[src/rtl/led_pkg.sv]
// Shared mode codes, scan direction type and init-pattern helper for the LED sequencer.
package led_pkg;

    localparam logic [1:0] MODE_BLINK = 2'b00;
    localparam logic [1:0] MODE_COUNT = 2'b01;
    localparam logic [1:0] MODE_SCAN  = 2'b10;
    localparam logic [1:0] MODE_CHASE = 2'b11;

    typedef enum logic {
        DIR_LEFT  = 1'b0,
        DIR_RIGHT = 1'b1
    } dir_t;

    // LSB of the pattern a mode starts from; every other bit of the init pattern is zero.
    // SCAN and CHASE start with a single lit LED at bit 0, BLINK and COUNT start dark.
    function automatic logic init_lsb(input logic [1:0] mode);
        return (mode == MODE_SCAN) || (mode == MODE_CHASE);
    endfunction

endpackage

[src/rtl/led_pattern_sequencer_tick_prescaler.sv]
// Clock-enable prescaler: counts 0..DIV-1 and flags the last count as a step tick.
module tick_prescaler #(
    parameter int DIV = 4
) (
    input  logic CLK,
    input  logic RST,
    input  logic CLR,
    input  logic HOLD,
    output logic TICK
);

    localparam int             CW   = (DIV > 1) ? $clog2(DIV) : 1;
    localparam logic [CW-1:0]  LAST = CW'(DIV - 1);

    logic [CW-1:0] count;

    // Step counter: cleared by reset or mode change, frozen while held, wraps after LAST.
    // NOTE: sequential state uses non-blocking assignments so every flop samples pre-edge values.
    always_ff @(posedge CLK) begin
        if (RST) begin
            count <= '0;
        end else if (CLR) begin
            count <= '0;
        end else if (!HOLD) begin
            if (count == LAST) begin
                count <= '0;
            end else begin
                count <= count + 1'b1;
            end
        end
    end

    // A tick is only issued when the counter is actually allowed to wrap this cycle.
    assign TICK = (count == LAST) && !HOLD;

endmodule

[src/rtl/led_pattern_sequencer.sv]
// LED pattern sequencer: mode register, scan-direction FSM and registered LED/STEP outputs.
module led_pattern_sequencer
    import led_pkg::*;
#(
    parameter int CLK_HZ  = 50_000_000,
    parameter int STEP_HZ = 4,
    parameter int WIDTH   = 8
) (
    input  logic             CLK,
    input  logic             RST,
    input  logic [1:0]       MODE,
    input  logic             PAUSE,
    output logic [WIDTH-1:0] LED,
    output logic             STEP
);

    localparam int DIV = CLK_HZ / STEP_HZ;

    logic [1:0]       mode_q;
    dir_t             dir_q;
    dir_t             dir_next;
    logic [WIDTH-1:0] led_next;
    logic [WIDTH-1:0] init_cur;
    logic [WIDTH-1:0] init_new;
    logic             mode_change;
    logic             tick;

    assign mode_change = (MODE != mode_q);
    assign init_cur    = {{(WIDTH-1){1'b0}}, init_lsb(mode_q)};
    assign init_new    = {{(WIDTH-1){1'b0}}, init_lsb(MODE)};

    // A mode change restarts the step interval so the new pattern gets a full first step.
    tick_prescaler #(
        .DIV (DIV)
    ) u_prescaler (
        .CLK  (CLK),
        .RST  (RST),
        .CLR  (mode_change),
        .HOLD (PAUSE),
        .TICK (tick)
    );

    // Next pattern value and scan direction for the current mode, used only on a tick.
    always_comb begin
        // NOTE: defaults first so no path leaves a variable unassigned, which would infer a latch.
        led_next = LED;
        dir_next = dir_q;
        case (mode_q)
            MODE_BLINK: led_next = ~LED;
            MODE_COUNT: led_next = LED + 1'b1;
            MODE_SCAN: begin
                if (LED == '0) begin
                    led_next = init_cur;
                    dir_next = DIR_LEFT;
                end else if (dir_q == DIR_LEFT) begin
                    led_next = LED << 1;
                    if (led_next[WIDTH-1]) begin
                        dir_next = DIR_RIGHT;
                    end
                end else begin
                    led_next = LED >> 1;
                    if (led_next == WIDTH'(1)) begin
                        dir_next = DIR_LEFT;
                    end
                end
            end
            MODE_CHASE: begin
                if (LED == '0) begin
                    led_next = init_cur;
                end else begin
                    led_next = {LED[WIDTH-2:0], LED[WIDTH-1]};
                end
            end
            default: ;
        endcase
    end

    // Output and state registers: reset beats mode change, mode change beats a coincident tick.
    always_ff @(posedge CLK) begin
        if (RST) begin
            LED    <= '0;
            STEP   <= 1'b0;
            mode_q <= MODE_BLINK;
            dir_q  <= DIR_LEFT;
        end else if (mode_change) begin
            mode_q <= MODE;
            LED    <= init_new;
            dir_q  <= DIR_LEFT;
            STEP   <= 1'b0;
        end else if (tick) begin
            LED    <= led_next;
            dir_q  <= dir_next;
            STEP   <= 1'b1;
        end else begin
            STEP   <= 1'b0;
        end
    end

endmodule

[config.mk]
export PLATFORM = sky130hd
export DESIGN_NAME = led_pattern_sequencer
export DESIGN_NICKNAME = d
export VERILOG_FILES = /design/src/rtl/led_pkg.sv /design/src/rtl/led_pattern_sequencer_tick_prescaler.sv /design/src/rtl/led_pattern_sequencer.sv
export SDC_FILE = /design/constraint.sdc
export NUM_CORES = 1
export LEC_CHECK = 0
export BUFFER_PORTS_ARGS = -buffer_cell sky130_fd_sc_hd__buf_2
export CAP_MARGIN = 25
export CELL_PAD_IN_SITES_DETAIL_PLACEMENT = 0
export CELL_PAD_IN_SITES_GLOBAL_PLACEMENT = 1
export CORE_AREA = 2 2 67 69
export CTS_BUF_LIST = sky130_fd_sc_hd__clkbuf_8
export CTS_CLUSTER_DIAMETER = 200
export DETAILED_ROUTE_END_ITERATION = 10
export DIE_AREA = 0 0 69 71
export PLACE_DENSITY = 0.93
export SYNTH_ARGS = -nofsm -noshare
export SYNTH_HDL_FRONTEND = slang
export SYNTH_HIERARCHICAL = 1
export SYNTH_SLANG_ARGS = --single-unit
[constraint.sdc]
create_clock -name CLK -period 4.2 [get_ports CLK]
set_input_delay 0.84 -clock CLK [delete_from_list [all_inputs] [get_ports CLK]]
set_output_delay 0.84 -clock CLK [all_outputs]
set_load 0.1 [all_outputs]
==> impl_metrics.ini, run 1 <==
[status]
status = finished clean

[detailed_routing]
ant_nets = 0
firstDrtPassIters = 4
drt_wl_total_um = 4117
drcViolationCount = 0
vias_per_cell = 5.710
drtIter0Drc = 168
wire_per_inst_um = 13.41
vias = 1753

[placed_design]
port_buffers = 13
pre_cts_slack_ps = 1605
gp_congestion = 0.8508
dp_hpwl_um = 2935
place_inst = 300

[critical_path]
crit_path_cell_trace = buf_2 -> and3b_1 -> nand2_1 -> o31ai_2 -> buf_4 -> a21oi_1
worstSetupStartpointType = primary input
worstPathRequired_ps = 4370
crit_arrival_ps = 2480
endpoint_kind = flop
critPathBufInv = 2
crit_fanout = 12
slowest_stage = o31ai_2
crit_type = in -> reg
crit_family = compound AO/OA/AOI/OAI gates
slowest_delay_ps = 700

[timing]
finalSetupTns_ps = 0
slew_headroom = 0.4265
setup_slack_ps = 1896
setup_viol = 0
worst_slew_pin_slew_ps = 855.1
hold_viol = 0
finalMaxSlewViolations = 0
rsz0062_at_grt = no
timing.final.crit_share = 0.5485
clock_skew_ps = 6.915
finalCriticalPeriod_ps = 2304
fmax_mhz = 434.1

[power]
max-vdd-ir-drop_mv = 0.1838
power_density_nw_per_um2 = 285.5
power.leakage_nw = 0.7103

[synthesis]
synth_cells = 248
seq_area_frac_synth = 0.3564
post_synth.cell_area_avg_um2 = 8.153
synth_async_sr_flop_share = 0
synth_edf_count = 0
ys.flop_type = dfxtp_1
synth_seq_cells = 36
netlist_area_um2 = 2022
synthesis.nets = 256
yosysUniqueCellTypes = 47
yosys_warnings = 6

[floorplanning]
start_util = 0.4810
die_area_um2 = 4899
dieHeight_um = 71
num_io_pins = 14
die_w_um = 69
coreArea_um2 = 4204
rows = 24

[flow_run]
drv_cap = 0

[global_route]
grt_util_all_layers = 0.1839
grt_max_degree = 18
antenna_found_initial = 0
grt_pass1_wl_um = 7452
grt.overflow.total = 0
grt_pass1_vias = 1598

[clock_network]
cts_num_sinks = 36
clk_pin_slew_ps = 70
clkLatencyLatePin_ps = 290
cts_tree = built
cts_buffer_depth = 2
numCtsBuffers = 5
cts-root-buf = clkbuf_8
htree_levels = 2
post_cts_buffers = 0
cts_resized = 0
hold_buffers = 0

[final_layout]
multiInputGateArea_um2 = 1199
seq_area_um2 = 720.7
nets = 263
instances_no_fill = 307
fillers = 405
insertedDiodeCount = 0
drive_gt1_frac = 0.1333
syn_to_final_growth_pct = 7.982

[worst_hold_path]
hold_class = reg -> reg
==> where the power goes <==
group	internal [mW]	total, mW	leakage (nW)	switching, mW
logic	0.0127	0.0368	0.380	0.0241
clock network	0.112	0.236	0.0400	0.124
registers	0.344	0.350	0.291	0.00658
==> cell usage in the layout (no fill, tap or decap), drive strengths merged, types with 2 or more instances in the layout <==
master	instances
a211oi	2
a21oi	22
a221oi	2
a311oi	3
a31o	4
a31oi	3
and2	2
and3	2
and4	3
buf	15
clkbuf	5
dfxtp	36
ha	3
inv	10
mux2i	7
nand2	19
nand3	10
nand4	6
nand4b	2
nor2	22
nor2b	4
nor3	6
nor3b	2
nor4	2
o21ai	18
o221ai	2
or3	13
xnor2	10
xor2	5
==> per-stage QoR <==
step	hold slack, ps	util	cell area, um^2	power (mW)
2_1_floorplan	453.4	-	2022	0.3855
3_3_place_gp	465.4	0.5000	2102	0.3949
3_5_place_dp	475.3	0.5000	2102	0.3951
4_1_cts	488.1	0.5193	2183	0.6310
5_1_grt	533.2	0.5193	2183	0.6466
6_report	488.5	0.5193	2183	0.6234
==> worst paths after layout <==
check                                      startpoint               endpoint  slack (ps)  cells past startpoint
worst max-delay path                            PAUSE  u_prescaler/count[16]        1900                      6
worst max register to register   u_prescaler/count[0]  u_prescaler/count[16]        2030                      6
worst min-delay path            u_prescaler/count[21]  u_prescaler/count[21]         490                      2
worst min register to register  u_prescaler/count[21]  u_prescaler/count[21]         490                      2
==> worst register-to-register path: stages, from the launching register on <==
cell,delay (ps)
dfxtp_1,420
ha_1,180
and3b_1,270
nand2_1,110
o31ai_2,700
buf_4,320
a21oi_1,60
==> state kept, by name, summed over array words and instances (netlist names) <==
signal and count:
mode_q 2, STEP 1, dir_q 1, LED 8
u_prescaler/count 24
==> metal layers <==
metal,vias up,wire length (um),track usage
li1,910,-,-
met1,797,1956,0.2527
met2,40,1930,0.2906
met3,6,163,0.03419
met4,0,67,0.06536
met5,-,0,0
==> cell usage after synthesis, types with 4 or more instances <==
cell type / number / area share
xor2_1: 5 / 0.022
nor2_1: 22 / 0.041
or3_1: 13 / 0.040
inv_1: 9 / 0.017
o21ai_0: 18 / 0.045
nor3_1: 6 / 0.015
nand3_1: 10 / 0.025
dfxtp_1: 36 / 0.36
nor2b_1: 4 / 0.012
xnor2_1: 10 / 0.043
mux2i_1: 7 / 0.035
nand4_1: 4 / 0.012
a21oi_1: 22 / 0.054
nand2_1: 19 / 0.035
buf_2: 11 / 0.027
clkbuf_1: 4 / 0.0074
==> area by class of cell <==
class | instances | area share
inverter | 10 | 0.01719
clock inverter | 2 | 0.005731
clock buffer | 5 | 0.03152
multi-input combinational | 187 | 0.5490
sequential | 36 | 0.3301
timing repair buffer | 15 | 0.03668
tap | 52 | 0.02980
==> logic make-up (layout without fill, tap and decap cells) <==
family                     count (synthesis)  count (layout)  synth area share
adders and majority gates                  3               3           0.01857
buffers and inverters                     25              32           0.05321
DFF                                       36              36            0.3564
and+or+nand+nor                          100             100            0.2791
AOI/OAI and AO/OA                         61              61            0.1875
muxes                                      8               8           0.04022
xor gates and xnor gates                  15              15           0.06497
Note: power is estimated with default switching activity, not from simulation.
==> run 2: changes to the inputs <==
CORE_AREA = 2 2 73 75   (was 2 2 67 69)
DIE_AREA = 0 0 75 77   (was 0 0 69 71)
PLACE_DENSITY = 0.84   (was 0.93)
clock period = 1.96 ns   (was 4.2 ns; I/O delays follow)
==> run 2 against run 1 <==
  * Utilization fell by 4.3 points
  * First-iteration DRC count decreased by 55%
  * Combinational power increased by 150%
  * Global-route usage fell by 2.2 points
  * Clock-buffer cell count grew 1
  * Sequential cell count unchanged
  * Clock skew is 1.7 ps higher
  * Critical endpoint is now LED[2]
==> impl_metrics.ini, run 2 (synthesis results as in run 1) <==
[status]
status = finished clean

[critical_path]
worstPathRequired_ps = 2150
crit_path_cell_trace = nor4_2 -> nand4_1 -> nor3_2 -> buf_4 -> nor2_1 -> a31o_2 -> a311oi_1
crit_family = simple AND/OR/NAND/NOR gates
crit_type = reg -> reg
crit_arrival_ps = 2000
critPathBufInv = 1
ff2ff_path_depth = 7
cp.depth = 7
crit_fanout = 10
slowest_stage = dfxtp_1
slowest_delay_ps = 340
endpoint_kind = flop
worstSetupStartpointType = flop

[power]
power.leakage_nw = 0.8110
power_frac_clock = 0.387
switching_share = 0.2334
p_switching_mw = 0.3179
max-vdd-ir-drop_mv = 0.4246
power.total_mw = 1.362
power_density_nw_per_um2 = 575.0
p_int_mw = 1.044
seqPwrFrac = 0.546
combPwrFrac = 0.067

[floorplanning]
coreArea_um2 = 4977
start_util = 0.4062
die_w_um = 75
rows = 26
dieHeight_um = 77
num_io_pins = 14
die_area_um2 = 5775

[clock_network]
hold_buffers = 0
clkLatencyLatePin_ps = 280
htree_levels = 2
numCtsBuffers = 5
cts_num_sinks = 36
clk_pin_slew_ps = 70
cts_tree = built
cts_buffer_depth = 2
cts-root-buf = clkbuf_8

[worst_hold_path]
holdPathStages = 2
hold_class = in -> reg

[timing]
timing.final.crit_share = 0.9214
setup_viol = 0
worst_slew_pin_slew_ps = 486.9
whs_ps = 322.0
clock_skew_ps = 8.652
hold_viol = 0
rsz0062_at_grt = yes
slew_headroom = 0.6776
finalMaxSlewViolations = 0
finalSetupTns_ps = 0
fmax_mhz = 553.7
finalCriticalPeriod_ps = 1806

[detailed_routing]
vias_per_cell = 5.260
drtIter0Drc = 75
vias = 1799
firstDrtPassIters = 4
ant_nets = 0
drcViolationCount = 0
drt_wl_total_um = 4367
wire_per_inst_um = 12.77

[global_route]
grt_max_degree = 24
grt_util_all_layers = 0.1616
grt.overflow.total = 0
grt_pass1_vias = 1704
grt_pass1_wl_um = 7486
antenna_found_initial = 0

[final_layout]
syn_to_final_growth_pct = 17.14
layout_common_cells = dfxtp_1, a21oi_1, nor2_1
nets = 279
final_common_cell = dfxtp_1
top_register = u_prescaler/count
largestRegisters = u_prescaler/count: 24 flops, LED: 8 flops, mode_q: 2 flops
instances_no_fill = 342
largest_reg_flops = 24
drive_gt1_frac = 0.2279
insertedDiodeCount = 0

[placed_design]
place_inst = 333
gp_congestion = 0.8390
dp_hpwl_um = 3111
port_buffers = 13

[flow_run]
drv_cap = 0
[run 2: changes by cell type in the layout (fill, tap and decap cells not counted), moves of 2 or more]
cell	delta
buf_4	+16
dfxtp_2	+8
dfxtp_1	-8
inv_1	+2
[run 2: worst reg2reg max path, delay by kind of cell, from the launching register on]
kind / cells / cell delay (ps)
and+or+nand+nor: 4 / 750
AOI/OAI and AO/OA: 2 / 430
DFF: 1 / 340
buffers and inverters: 1 / 200
[run 2: repair_timing]
item	in CTS	in global routing
buffers inserted	0	1
setup endpoints to repair	0	8
resized for setup	0	4
[run 2: worst paths after layout]
kind | startpoint | end | slack, ps
max | u_prescaler/count[14] | LED[2] | 150
min | RST | mode_q[1] | 320
max reg2reg | u_prescaler/count[14] | LED[2] | 150
min reg2reg | u_prescaler/count[21] | u_prescaler/count[21] | 500
[run 2: cell type report]
type | instances | area (um^2)
well taps | 70 | 87.58
clock buffers | 6 | 82.58
inverters | 10 | 37.54
repair buffers | 31 | 200.2
flip-flops and latches | 36 | 730.7
clock inverters | 2 | 7.507
fillers | 510 | 2609
multi-input cells | 187 | 1222
[run 2: stage by stage]
stage	utilization	setup slack, ps	area (um^2)
floorplan	-	54.15	2038
global placement	0.4525	96.65	2252
detailed placement	0.4525	28.51	2252
CTS	0.4706	81.34	2342
global route	0.4759	-5.703	2369
finish	0.4759	154.0	2369
[run 2: power groups by stage]
stage	Sequential [mW]	Clock (mW)	Combinational, mW
finish	0.743	0.527	0.0915
global route	0.744	0.577	0.101
CTS	0.743	0.547	0.0920
detailed placement	0.760	0	0.0918
global placement	0.760	0	0.0914
floorplan	0.773	0	0.0533
[run 2: layer usage]
layer | wire (um) | vias up | share of wire | global-route usage
li1 | - | 940 | - | -
met1 | 2119 | 835 | 0.49 | 0.2082
met2 | 2088 | 20 | 0.48 | 0.2649
met3 | 111 | 4 | 0.025 | 0.02760
met4 | 47 | 0 | 0.011 | 0.05893
met5 | 0 | - | 0 | 0
